<file path="src/rtl/gray_seq_pkg.sv">
// Shared state encoding and default sizing for the gray-code window sequencer.
package gray_seq_pkg;

  typedef enum logic [2:0] {
    IDLE    = 3'd0,
    COUNT   = 3'd1,
    FREEZE  = 3'd2,
    CAPTURE = 3'd3,
    CLEAR   = 3'd4
  } state_t;

  localparam int unsigned N_CH_DEF  = 4;
  localparam int unsigned CW_DEF    = 8;
  localparam int unsigned WIN_W_DEF = 16;

endpackage

</file>
<file path="src/rtl/gray2bin.sv">
// Combinational gray-to-binary converter: each binary bit is the XOR of all gray bits at or above it.
module gray2bin #(
  parameter int unsigned CW = 8
) (
  input  logic [CW-1:0] gray,
  output logic [CW-1:0] bin
);

  logic acc;

  always_comb begin
    bin = '0;
    acc = 1'b0;
    for (int unsigned i = 0; i < CW; i++) begin
      acc             = acc ^ gray[CW-1-i];
      bin[CW-1-i]     = acc;
    end
  end

endmodule

</file>
<file path="src/rtl/gray_window_sequencer.sv">
// Window sequencer for ripple gray counters: runs count/freeze/capture/clear windows
// and drains the captured snapshot, one binary word per channel, over valid/ready.
module gray_window_sequencer
  import gray_seq_pkg::*;
#(
  parameter int unsigned N_CH  = N_CH_DEF,
  parameter int unsigned CW    = CW_DEF,
  parameter int unsigned WIN_W = WIN_W_DEF,
  localparam int unsigned CHW  = (N_CH > 1) ? $clog2(N_CH) : 1
) (
  input  logic               clk_master,
  input  logic               rstb,
  input  logic               enable,
  input  logic [WIN_W-1:0]   win_len,
  input  logic [N_CH*CW-1:0] gray_in,
  output logic               cnt_en,
  output logic               cnt_rstb,
  output logic               out_valid,
  input  logic               out_ready,
  output logic [CW-1:0]      out_data,
  output logic [CHW-1:0]     out_ch,
  output logic               busy,
  output logic               overrun,
  input  logic               clr_ovr
);

  state_t           state;
  state_t           state_nxt;
  logic [WIN_W-1:0] timer;
  logic [WIN_W-1:0] win_load;
  logic [CW-1:0]    snap [N_CH];
  logic [CHW-1:0]   ptr;
  logic             full;
  logic             capture;
  logic             last_ch;
  logic [CW-1:0]    sel_gray;

  always_comb begin
    win_load = (win_len == '0) ? '0 : win_len - WIN_W'(1);
  end

  always_comb begin
    state_nxt = state;
    case (state)
      IDLE:    if (enable) state_nxt = COUNT;
      COUNT:   if (timer == '0) state_nxt = FREEZE;
      FREEZE:  state_nxt = CAPTURE;
      CAPTURE: state_nxt = CLEAR;
      CLEAR:   state_nxt = enable ? COUNT : IDLE;
      default: state_nxt = IDLE;
    endcase
  end

  // Control outputs are registered from the next state so they line up with the state register.
  always_ff @(posedge clk_master or negedge rstb) begin
    if (!rstb) begin
      state    <= IDLE;
      timer    <= '0;
      cnt_en   <= 1'b0;
      cnt_rstb <= 1'b0;
      busy     <= 1'b0;
    end else begin
      state    <= state_nxt;
      cnt_en   <= (state_nxt == COUNT);
      cnt_rstb <= (state_nxt == COUNT) || (state_nxt == FREEZE) || (state_nxt == CAPTURE);
      busy     <= (state_nxt != IDLE);
      if (state != COUNT && state_nxt == COUNT) begin
        timer <= win_load;
      end else if (state == COUNT && timer != '0) begin
        timer <= timer - WIN_W'(1);
      end
    end
  end

  always_comb begin
    capture = (state == CAPTURE);
    last_ch = (ptr == CHW'(N_CH - 1));
  end

  always_ff @(posedge clk_master or negedge rstb) begin
    if (!rstb) begin
      full <= 1'b0;
      ptr  <= '0;
      for (int unsigned k = 0; k < N_CH; k++) begin
        snap[k] <= '0;
      end
    end else if (capture && !full) begin
      full <= 1'b1;
      ptr  <= '0;
      for (int unsigned k = 0; k < N_CH; k++) begin
        snap[k] <= gray_in[k*CW +: CW];
      end
    end else if (full && out_ready) begin
      ptr <= last_ch ? '0 : ptr + CHW'(1);
      if (last_ch) begin
        full <= 1'b0;
      end
    end
  end

  // A capture that finds the drain still busy wins over a same-cycle clear.
  always_ff @(posedge clk_master or negedge rstb) begin
    if (!rstb) begin
      overrun <= 1'b0;
    end else if (capture && full) begin
      overrun <= 1'b1;
    end else if (clr_ovr) begin
      overrun <= 1'b0;
    end
  end

  always_comb begin
    sel_gray  = snap[ptr];
    out_valid = full;
    out_ch    = ptr;
  end

  gray2bin #(.CW(CW)) u_gray2bin (
    .gray (sel_gray),
    .bin  (out_data)
  );

endmodule

</file>
<file path="config.mk">
export PLATFORM = sky130hd
export DESIGN_NAME = gray_window_sequencer
export DESIGN_NICKNAME = d
export VERILOG_FILES = /design/src/rtl/gray_seq_pkg.sv /design/src/rtl/gray2bin.sv /design/src/rtl/gray_window_sequencer.sv
export SDC_FILE = /design/constraint.sdc
export NUM_CORES = 1
export LEC_CHECK = 0
export CELL_PAD_IN_SITES_DETAIL_PLACEMENT = 0
export CELL_PAD_IN_SITES_GLOBAL_PLACEMENT = 1
export CORE_ASPECT_RATIO = 0.75
export CORE_MARGIN = 8
export CORE_UTILIZATION = 36
export CTS_CLUSTER_SIZE = 28
export DETAILED_ROUTE_END_ITERATION = 10
export GPL_TIMING_DRIVEN = 0
export MAX_ROUTING_LAYER = met4
export PLACE_DENSITY_LB_ADDON = 0.1
export SYNTH_ARGS = -nofsm -noshare
export SYNTH_HDL_FRONTEND = slang
export SYNTH_SLANG_ARGS = --single-unit
</file>
<file path="constraint.sdc">
create_clock -name clk_master -period 2.75 [get_ports clk_master]
set_clock_uncertainty 0.2 [all_clocks]
set_input_delay 0.4125 -clock clk_master [delete_from_list [all_inputs] [get_ports clk_master]]
set_output_delay 0.4125 -clock clk_master [all_outputs]
set_load 0.02 [all_outputs]
</file>
==> out/metrics.yaml <==
drive_above_1_share_pct: 21.09
final_common_cell: "clkdlybuf4s50_1"
final.setup.worst_slack_ps: -594.8
async_flop_share_pct: 100.0
holdWs_ps: 272.6
start_kind: "flip-flop"
clk_latency_ps: 320
pin_count: 68
dp_hpwl_um: 6197
synth_edf_count: 0
track_usage_pct: 14.18
ys_seq_area_share_pct: 45.31
power.density_nw_per_um2: 569.2
drc: 0
wl_per_cell_um: 16.96
grt_pass1_vias: 2580
antenna_found_initial: 0
ys_seq_elements: 58
num_antenna_cells: 0
drt-total-wl_um: 8344
rows: 29
grt_pass1_wl_um: 13390
ys_types: 56
dr.pass1.iters: 4
clk_pin_slew_ps: 50
crit_fanout: 4
max-cap-violations: 0
yosysWarnings: 0
setup_violations: 5
timing.fmax_mhz: 299.0
vdd_drop_max_mv: 0.4346
nets: 435
syn_area_um2: 3203
portBuffers: 67
cts.sinks: 58
worst_pin_slew_ps: 931.0
die_h_um: 97.69
run_status: "complete, but fails checks"
via_count: 2558
ys.flop_type: "dfrtp_1"
p_leak_uw: 0.002012
syn_inst: 286
r2r_cells: 7
dpl_worst_slack_ps: -1024
grt.overflow.total: 0
violations: "setup timing"
whs_path_depth: 1
rsz0062_at_grt: "yes"
critPathKind: "reg -> out"
avgViaCountPerCell: 5.199
die_area_um2: 12200
cts_tree: "built"
final-hold-violation-count: 0
synth.net_count: 342
cts_inserted_buffers: 9
required_ps: 2140
die_w_um: 124.9
ant_nets: 0
htree_levels: 3
crit_path_end_kind: "output pin"
area_delta_synth_final_pct: 39.80
start_util_pct: 37.41
final_cell_mix: "clkdlybuf4s50_1, dfrtp_1, nand2_1, mux2_2, nor2_1"
max-slew-margin-rel_pct: 37.45
core_um2: 8563
crit_arrival_ps: 2730
min_path_type: "reg -> reg"
grt_max_degree: 38
cts.path.max_buffers: 2
root_buffer: "clkbuf_16"
syn_avg_cell_area_um2: 11.20
gp_congestion: 0.7880
min_period_over_period_pct: 121.6
drv_slew: 0
finalCriticalPeriod_ps: 3345
drtIter0Drc: 148
-- critical path, cell delays in order, from the launching register on --
cell and delay, ps:
dfrtp_2 400, buf_8 120, mux4_2 530, xor3_2 460, xor2_4 180, xnor2_2 230, xnor2_2 160, xor2_1 190
buf_6 140
-- kinds of logic after synthesis --
group	count (synthesis)	share of synthesized area (%)
compound gates	53	10.86
xor+xnor	19	6.406
fa+ha+maj	3	1.172
buf+inv	22	3.320
flops	58	45.31
mux	46	19.61
simple gates	85	13.32
-- final cells by class --
type,instances,area [um2]
clock buffer,13,250.2
fill,792,4085
inverter,10,37.54
tap,108,135.1
buffer,11,70.07
timing repair buffer,83,798.3
sequential,58,1453
clock inverter,3,15.01
multi-input combinational,206,1719
-- path summary, 6_finish.rpt --
kind,start,endpoint,slack [ps]
max in group asynchronous,rstb,snap[22]$_DFFE_PN0P_,1350
setup / recovery,out_ch[0]$_DFFE_PN0P_,out_data[0],-590
min in group asynchronous,rstb,timer[8]$_DFFE_PN0P_,410
hold / removal,snap[16]$_DFFE_PN0P_,snap[16]$_DFFE_PN0P_,270
setup reg to reg,timer[11]$_DFFE_PN0P_,timer[5]$_DFFE_PN0P_,190
hold reg to reg,snap[16]$_DFFE_PN0P_,snap[16]$_DFFE_PN0P_,270
-- synthesized netlist by cell type, drive strengths merged (2+ instances only) --
master | number | share of area, %
dfrtp | 58 | 45
mux2 | 34 | 12
nand2 | 24 | 2.8
o21ai | 19 | 3.0
nor2 | 18 | 2.1
nor3 | 12 | 1.9
inv | 10 | 1.2
a21oi | 9 | 1.4
xnor2 | 9 | 2.9
xor2 | 9 | 2.7
clkbuf | 8 | 1.3
mux4 | 8 | 6.4
nand2b | 5 | 0.98
a22o | 4 | 1.1
buf | 4 | 0.90
mux2i | 4 | 1.3
nor3b | 4 | 0.94
nor4 | 4 | 0.78
or3 | 4 | 0.78
ha | 3 | 1.2
o221ai | 3 | 0.82
a31oi | 2 | 0.39
nand3 | 2 | 0.31
nand3b | 2 | 0.47
nand4 | 2 | 0.39
nor2b | 2 | 0.39
o22ai | 2 | 0.39
o311ai | 2 | 0.55
o31ai | 2 | 0.63
or4 | 2 | 0.47
-- where the power goes --
| group | internal (uW) | total (uW) | switching [uW] |
|---|---|---|---|
| clock | 629 | 997 | 368 |
| combinational | 304 | 547 | 243 |
| sequential | 927 | 1000 | 78.0 |
| total | 1860 | 2550 | 689 |
-- routing by layer --
layer  part of all wire (%)  global-route usage, %  vias to the layer above
li1                       -                      -                     1244
met1                     51                  19.51                     1245
met2                     43                  19.42                       62
met3                    5.3                  4.057                        7
met4                   0.81                  4.571                        0
met5                      0                      -                        -
-- per-stage QoR --
step | total power, uW | utilization (%) | TNS, ps | instance area [um2] | instances
2_1_floorplan | 1288 | - | -1553 | 3216 | 286
3_3_place_gp | 1503 | 46.96 | -65760 | 4021 | 461
3_5_place_dp | 1512 | 47.14 | -13190 | 4036 | 462
4_1_cts | 2565 | 51.11 | -2630 | 4377 | 484
5_1_grt | 2680 | 52.29 | -2803 | 4478 | 492
6_report | 2549 | 52.29 | -2348 | 4478 | 492
-- state kept, by name (all words and copies together) (netlist names) --
signal,cells
out_ch,2
cnt_rstb,1
overrun,1
cnt_en,1
snap,32
state,3
busy,1
out_valid,1
timer,16
-- repair_timing --
action	CTS	global route
resized for setup	37	18
pin swaps	4	2
hold buffers	1	0
setup endpoints to repair	23	43
setup buffers	6	9
endpoints found under the hold margin	21	0
No activity file was read; power rests on OpenSTA's default activity.
